==> src/rtl/game_pkg.sv <==
// Shared game-state encoding for the round sequencer and the high-score/display block.
package game_pkg;

  typedef enum logic [2:0] {
    ModeIdle      = 3'b000,
    ModeCountdown = 3'b001,
    ModePlay      = 3'b010,
    ModePause     = 3'b011,
    ModeFinish    = 3'b101
  } game_mode_t;

  localparam logic [7:0] BcdMax = 8'h99;

endpackage

==> src/rtl/game_round_ctrl_if.sv <==
// Event inputs and round status outputs of the round sequencer.
interface game_round_ctrl_if;

  logic                 start;
  logic                 hit_evt;
  logic                 miss_evt;
  logic                 song_done;
  game_pkg::game_mode_t mode;
  logic [7:0]           score;
  logic [7:0]           hits;
  logic [7:0]           misses;
  logic                 combo_on;
  logic                 note_run;

  modport master (
    output start, hit_evt, miss_evt, song_done,
    input  mode, score, hits, misses, combo_on, note_run
  );

  modport slave (
    input  start, hit_evt, miss_evt, song_done,
    output mode, score, hits, misses, combo_on, note_run
  );

endinterface

==> src/rtl/bcd2_sat_add.sv <==
// Two-digit BCD add of a small increment, clamped at 8'h99.
module bcd2_sat_add (
  input  logic [7:0] a_i,
  input  logic [1:0] inc_i,
  output logic [7:0] sum_o
);

  logic [4:0] units_sum;
  logic [3:0] units_adj;
  logic       carry;
  logic [4:0] tens_sum;

  always_comb begin
    units_sum = {1'b0, a_i[3:0]} + {3'b000, inc_i};
    carry     = (units_sum > 5'd9);
    units_adj = carry ? 4'(units_sum - 5'd10) : units_sum[3:0];
    tens_sum  = {1'b0, a_i[7:4]} + {4'b0000, carry};
    sum_o     = (tens_sum > 5'd9) ? 8'h99 : {tens_sum[3:0], units_adj};
  end

endmodule

==> src/rtl/sync_posedge.sv <==
// Two-flop synchronizer for an asynchronous level, producing a one-cycle pulse on its rising edge.
module sync_posedge (
  input  logic clk_i,
  input  logic rst_ni,
  input  logic in_i,
  output logic posout_o
);

  logic meta_q, sync_q, prev_q;

  always_ff @(posedge clk_i or negedge rst_ni) begin
    if (!rst_ni) begin
      meta_q <= 1'b0;
      sync_q <= 1'b0;
      prev_q <= 1'b0;
    end else begin
      meta_q <= in_i;
      sync_q <= meta_q;
      prev_q <= sync_q;
    end
  end

  assign posout_o = sync_q & ~prev_q;

endmodule

==> src/rtl/game_round_ctrl.sv <==
// Round sequencer: owns the game mode, the countdown and the BCD score/hits/misses counters,
// and gates the note scroller while a round is in play.
module game_round_ctrl
  import game_pkg::*;
#(
  parameter int unsigned CountCycles = 50_000_000,
  parameter int unsigned ComboLen    = 5,
  parameter logic [7:0]  MaxMisses   = 8'h20
) (
  input  logic             clk_i,
  input  logic             rst_ni,
  game_round_ctrl_if.slave bus
);

  localparam int unsigned CntW    = $clog2(CountCycles + 1);
  localparam int unsigned StreakW = $clog2(ComboLen + 1);
  localparam logic [CntW-1:0]    CntLoad   = CntW'(CountCycles - 1);
  localparam logic [StreakW-1:0] StreakMax = StreakW'(ComboLen);

  game_mode_t         mode_q, mode_d;
  logic [CntW-1:0]    cnt_q, cnt_d;
  logic [StreakW-1:0] streak_q, streak_d;
  logic [7:0]         score_q, score_d;
  logic [7:0]         hits_q, hits_d;
  logic [7:0]         misses_q, misses_d;
  logic               combo_q, note_run_q;

  logic       press;
  logic       play_hit, play_miss;
  logic [1:0] score_inc, hits_inc, misses_inc;
  logic [7:0] score_sum, hits_sum, misses_sum;
  logic       miss_limit;

  sync_posedge u_start_sync (
    .clk_i    (clk_i),
    .rst_ni   (rst_ni),
    .in_i     (bus.start),
    .posout_o (press)
  );

  // Events only count while playing; a simultaneous hit and miss scores a plain point.
  always_comb begin
    play_hit   = (mode_q == ModePlay) & bus.hit_evt;
    play_miss  = (mode_q == ModePlay) & bus.miss_evt;
    hits_inc   = {1'b0, play_hit};
    misses_inc = {1'b0, play_miss};
    score_inc  = 2'd0;
    if (play_hit) begin
      score_inc = (!play_miss && (streak_q == StreakMax)) ? 2'd2 : 2'd1;
    end
  end

  bcd2_sat_add u_score_add (
    .a_i   (score_q),
    .inc_i (score_inc),
    .sum_o (score_sum)
  );

  bcd2_sat_add u_hits_add (
    .a_i   (hits_q),
    .inc_i (hits_inc),
    .sum_o (hits_sum)
  );

  bcd2_sat_add u_misses_add (
    .a_i   (misses_q),
    .inc_i (misses_inc),
    .sum_o (misses_sum)
  );

  assign miss_limit = (MaxMisses != 8'h00) && (misses_sum >= MaxMisses);

  always_comb begin
    mode_d   = mode_q;
    cnt_d    = cnt_q;
    streak_d = streak_q;
    score_d  = score_q;
    hits_d   = hits_q;
    misses_d = misses_q;
    case (mode_q)
      ModeIdle: begin
        if (press) begin
          mode_d   = ModeCountdown;
          cnt_d    = CntLoad;
          streak_d = '0;
          score_d  = 8'h00;
          hits_d   = 8'h00;
          misses_d = 8'h00;
        end
      end
      ModeCountdown: begin
        if (cnt_q == '0) begin
          mode_d = ModePlay;
        end else begin
          cnt_d = cnt_q - CntW'(1);
        end
      end
      ModePlay: begin
        score_d  = score_sum;
        hits_d   = hits_sum;
        misses_d = misses_sum;
        if (play_miss) begin
          streak_d = '0;
        end else if (play_hit && (streak_q != StreakMax)) begin
          streak_d = streak_q + StreakW'(1);
        end
        // Finishing outranks a pause requested on the same edge.
        if (bus.song_done || miss_limit) begin
          mode_d = ModeFinish;
        end else if (press) begin
          mode_d = ModePause;
        end
      end
      ModePause: begin
        if (press) begin
          mode_d = ModePlay;
        end
      end
      ModeFinish: begin
        if (press) begin
          mode_d = ModeIdle;
        end
      end
      default: begin
        mode_d = ModeIdle;
      end
    endcase
  end

  always_ff @(posedge clk_i or negedge rst_ni) begin
    if (!rst_ni) begin
      mode_q     <= ModeIdle;
      cnt_q      <= '0;
      streak_q   <= '0;
      score_q    <= 8'h00;
      hits_q     <= 8'h00;
      misses_q   <= 8'h00;
      combo_q    <= 1'b0;
      note_run_q <= 1'b0;
    end else begin
      mode_q     <= mode_d;
      cnt_q      <= cnt_d;
      streak_q   <= streak_d;
      score_q    <= score_d;
      hits_q     <= hits_d;
      misses_q   <= misses_d;
      combo_q    <= (streak_d == StreakMax);
      note_run_q <= (mode_d == ModePlay);
    end
  end

  assign bus.mode     = mode_q;
  assign bus.score    = score_q;
  assign bus.hits     = hits_q;
  assign bus.misses   = misses_q;
  assign bus.combo_on = combo_q;
  assign bus.note_run = note_run_q;

endmodule

==> src/flat_wrapper.sv <==
// flat-port wrapper written by rule: the top's interface ports become plain ports
module game_round_ctrl_flat import game_pkg::*;
#(
  parameter int unsigned CountCycles = 50_000_000,
  parameter int unsigned ComboLen    = 5,
  parameter logic [7:0]  MaxMisses   = 8'h20
)
  (clk_i, rst_ni, bus_start, bus_hit_evt, bus_miss_evt, bus_song_done, bus_mode, bus_score, bus_hits, bus_misses, bus_combo_on, bus_note_run);
  game_round_ctrl_if bus_i ();
  input  logic clk_i;
  input  logic rst_ni;
  input wire logic [$bits(bus_i.start)-1:0] bus_start;
  input wire logic [$bits(bus_i.hit_evt)-1:0] bus_hit_evt;
  input wire logic [$bits(bus_i.miss_evt)-1:0] bus_miss_evt;
  input wire logic [$bits(bus_i.song_done)-1:0] bus_song_done;
  output wire logic [$bits(bus_i.mode)-1:0] bus_mode;
  output wire logic [$bits(bus_i.score)-1:0] bus_score;
  output wire logic [$bits(bus_i.hits)-1:0] bus_hits;
  output wire logic [$bits(bus_i.misses)-1:0] bus_misses;
  output wire logic [$bits(bus_i.combo_on)-1:0] bus_combo_on;
  output wire logic [$bits(bus_i.note_run)-1:0] bus_note_run;
  assign bus_i.start = bus_start;
  assign bus_i.hit_evt = bus_hit_evt;
  assign bus_i.miss_evt = bus_miss_evt;
  assign bus_i.song_done = bus_song_done;
  assign bus_mode = bus_i.mode;
  assign bus_score = bus_i.score;
  assign bus_hits = bus_i.hits;
  assign bus_misses = bus_i.misses;
  assign bus_combo_on = bus_i.combo_on;
  assign bus_note_run = bus_i.note_run;
  game_round_ctrl #(.CountCycles(CountCycles), .ComboLen(ComboLen), .MaxMisses(MaxMisses)) u_core (.clk_i(clk_i), .rst_ni(rst_ni), .bus(bus_i));
endmodule
==> config.mk <==
export PLATFORM = sky130hd
export DESIGN_NAME = game_round_ctrl_flat
export DESIGN_NICKNAME = d
export VERILOG_FILES = /design/src/rtl/game_pkg.sv /design/src/rtl/game_round_ctrl_if.sv /design/src/rtl/bcd2_sat_add.sv /design/src/rtl/sync_posedge.sv /design/src/rtl/game_round_ctrl.sv /design/src/flat_wrapper.sv
export SDC_FILE = /design/constraint.sdc
export NUM_CORES = 1
export LEC_CHECK = 0
export BUFFER_PORTS_ARGS = -buffer_cell sky130_fd_sc_hd__buf_2
export CORE_ASPECT_RATIO = 0.7
export CORE_MARGIN = 2
export CORE_UTILIZATION = 54
export CTS_CLUSTER_SIZE = 14
export DETAILED_ROUTE_END_ITERATION = 10
export GPL_ROUTABILITY_DRIVEN = 0
export PLACE_DENSITY = 0.76
export SLEW_MARGIN = 0
export SYNTH_ARGS = -nofsm -noshare
export SYNTH_HDL_FRONTEND = slang
export SYNTH_SLANG_ARGS = --single-unit
==> constraint.sdc <==
create_clock -name clk_i -period 4.1 [get_ports clk_i]
set_input_delay 0.41 -clock clk_i [delete_from_list [all_inputs] [get_ports clk_i]]
set_output_delay 0.41 -clock clk_i [all_outputs]
set_load 0.1 [all_outputs]
==> impl_metrics.yaml <==
yosys:
  synthTopCellsByArea: "dfrtp_1 (39%), ha_1 (6.4%), o21ai_0 (4.8%)"
  synth_top_cell_by_area: "dfrtp_1"
  synth_ff_type: "dfrtp_1"
  yosys_warnings: 0
  synth-async-reset-ratio: 1.000
  avgSynthCellArea_um2: 9.016
  syn_area_um2: 3895
  synth-seq-cells: 61
  synth-edff-count: 0
  synth_cell_type_count: 62
  yosysTopAreaCellShare: 0.3919
  syn_inst: 432
  yosysSeqAreaShare: 0.3919
  synth.net_count: 459
grt:
  antenna_found_initial: 0
  first_global_vias: 3263
  grt_pass1_wl_mm: 16.21
  grt_usage: 0.2649
  overflow: 0
  grt_max_degree: 40
cells_and_area:
  final_cell_mix: "dfrtp_1 (58), o21ai_0 (34), buf_2 (34), nand2_1 (31), a21oi_1 (29)"
  area_growth_pct: 18.28
  diodes: 0
  final_cell_area_um2: 4607
  layout-drive-gt1-share: 0.2253
  final_common_cell: "dfrtp_1"
  stdcell_count: 569
  nNetsFinal: 497
critical_path:
  crit_arrival_ns: 4.29
  startpoint_type: "flip-flop"
  endpoint_kind: "flip-flop"
  cp_data_required_time_ns: 4.40
  crit_type: "reg2reg"
  cp_max_fo: 6
clock_tree:
  worstSkewPairLatency_ns: 0.36
  cts_buffers: 9
  cts_buffer_depth: 2
  cts-hold-fix-buffers: 0
  path_clk_slew_ns: 0.07
  cts_tree: "yes"
  cts_root_buf: "clkbuf_8"
  clkSinkCount: 61
  cts_htree_levels: 3
placed_design:
  place_inst: 546
  placed_area_um2: 4313
  detailed_place_hpwl_mm: 6.769
  port-buffer-count: 34
  dp_slack_ns: 0.09068
sta:
  setup_viol: 0
  tightest_slew_ns: 1.041
  fin_worst_skew_ns: 0.01230
  setup_tns_ns: 0
  rsz0062_at_grt: "yes"
  period_share: 0.9722
  max_clock_freq_mhz: 250.9
  maxSlewViolCount: 0
  fin_ws_ns: 0.1140
  hold_viol: 0
  slew_headroom: 0.3031
  fin_crit_ns: 3.986
job:
  maxCapViolations: 0
floorplanning:
  die-area_um2: 7919
  design.core.area_um2: 6882
  die_w_um: 105.5
  num_rows: 25
  start_util: 0.5660
  ios: 35
  die_h_um: 75.06
drt:
  vias: 3602
  wire_per_inst_um: 17.31
  drc: 0
  final_antenna_net_count: 0
  firstDrtPassIters: 4
  viasPerCell: 6.330
  drt_wl_total_mm: 9.850
  drt_iter0_markers: 231
power_and_ir_drop:
  ir_drop_mv: 0.2940
  p_total_uw: 1697
  power_density_nw_per_um2: 368.4
  p_leak_uw: 0.001913
status:
  status: "finished clean"
hold_path:
  hp-class: "in2reg"
==> flip-flops by register name, indices dropped and copies added, names as in the netlist <==
register,flops
u_core.streak_q,3
u_core.bus.note_run,1
u_core.bus.mode,3
u_core.u_start_sync.prev_q,1
u_core.u_start_sync.meta_q,1
u_core.u_start_sync.sync_q,1
u_core.cnt_q,26
u_core.bus.combo_on,1
u_core.bus.hits,8
u_core.bus.misses,8
u_core.bus.score,8
==> repair_timing <==
item                                    in CTS  in global routing
endpoints found under the setup margin       0                  7
setup buffers                                0                  7
gates resized for setup                      0                  7
==> layout make-up <==
type / count / area [µm²]
flip-flops and latches: 61 / 1538
clock buffers: 15 / 176.4
multi-input cells: 337 / 2425
inverters: 14 / 52.55
well taps: 94 / 117.6
clock inverters: 1 / 30.03
fillers: 545 / 2275
repair buffers: 47 / 267.8
==> worst max-delay path, stage by stage, from the launching register on <==
cell	delay (ns)
dfrtp_4	0.52
nor2_4	0.15
and3_4	0.22
ha_4	0.16
ha_4	0.19
xor2_4	0.17
inv_1	0.09
ha_2	0.21
a21boi_0	0.15
a311o_1	0.35
o211ai_1	0.14
ha_2	0.25
ha_1	0.25
or2_2	0.30
a211o_1	0.29
nand2_2	0.13
nor4bb_4	0.22
a221o_1	0.14
==> cells in the mapped netlist (all sizes together), types with 2 or more instances <==
cell / instances
nor3: 7
mux2: 2
a31oi: 7
ha: 20
nand2: 32
and3: 7
or3: 10
o31ai: 10
xnor2: 5
nor4: 11
xor2: 3
nor2: 27
a21oi: 31
a211oi: 4
nor4bb: 3
a22o: 9
o21a: 2
mux2i: 4
o21ai: 37
nand3b: 3
nor3b: 4
nand4: 6
inv: 14
a211o: 4
and4: 7
and2: 2
a21boi: 3
or4: 12
o41ai: 2
or4b: 2
or3b: 3
o211ai: 2
or2: 6
nor2b: 3
nand3: 15
o21bai: 2
clkbuf: 20
dfrtp: 61
a311oi: 2
nand2b: 11
==> metal layers <==
layer	vias to the layer above	track usage	wire, µm
met4	0	0.09795	164
met1	1754	0.3902	5048
met3	18	0.07706	559
met2	114	0.3706	4078
li1	1716	-	-
met5	-	0	0
==> path summary, 6_finish.rpt <==
path / from / endpoint / slack (ns) / cells past startpoint
hold reg to reg: u_core.u_start_sync.meta_q$_DFF_PN0_ / u_core.u_start_sync.sync_q$_DFF_PN0_ / 0.35 / 0
setup reg to reg: u_core.bus.mode[0]$_DFF_PN0_ / u_core.bus.hits[2]$_DFFE_PN0P_ / 0.11 / 17
hold / removal: bus_start / u_core.u_start_sync.meta_q$_DFF_PN0_ / 0.16 / 1
max in group asynchronous: rst_ni / u_core.bus.mode[1]$_DFF_PN0_ / 3.06 / 2
min in group asynchronous: rst_ni / u_core.bus.hits[3]$_DFFE_PN0P_ / 0.18 / 1
setup / recovery: u_core.bus.mode[0]$_DFF_PN0_ / u_core.bus.hits[2]$_DFFE_PN0P_ / 0.11 / 17
==> power breakdown <==
| part | internal [µW] | switching [µW] |
|---|---|---|
| logic | 119 | 236 |
| registers | 683 | 92.7 |
| clock network | 332 | 235 |
| total | 1130 | 563 |
==> kinds of logic (layout without fill, tap and decap cells) <==
| group | count (synthesis) | in the layout | share of synthesized area |
|---|---|---|---|
| simple gates | 174 | 174 | 0.2586 |
| xor+xnor | 8 | 8 | 0.01799 |
| compound gates | 128 | 128 | 0.2133 |
| flops | 61 | 61 | 0.3919 |
| mux | 6 | 6 | 0.01606 |
| fa+ha+maj | 21 | 21 | 0.06939 |
| buf+inv | 34 | 77 | 0.03277 |
==> metrics by stage <==
step | hold slack, ns | util
final | 0.1622 | 0.6695
after global routing | 0.1462 | 0.6695
after CTS | 0.1392 | 0.6567
after detailed placement | 0.3347 | 0.6267
after global placement | 0.3334 | 0.6267
after floorplan | 0.1144 | -
No activity file was read; power rests on OpenSTA's default activity.
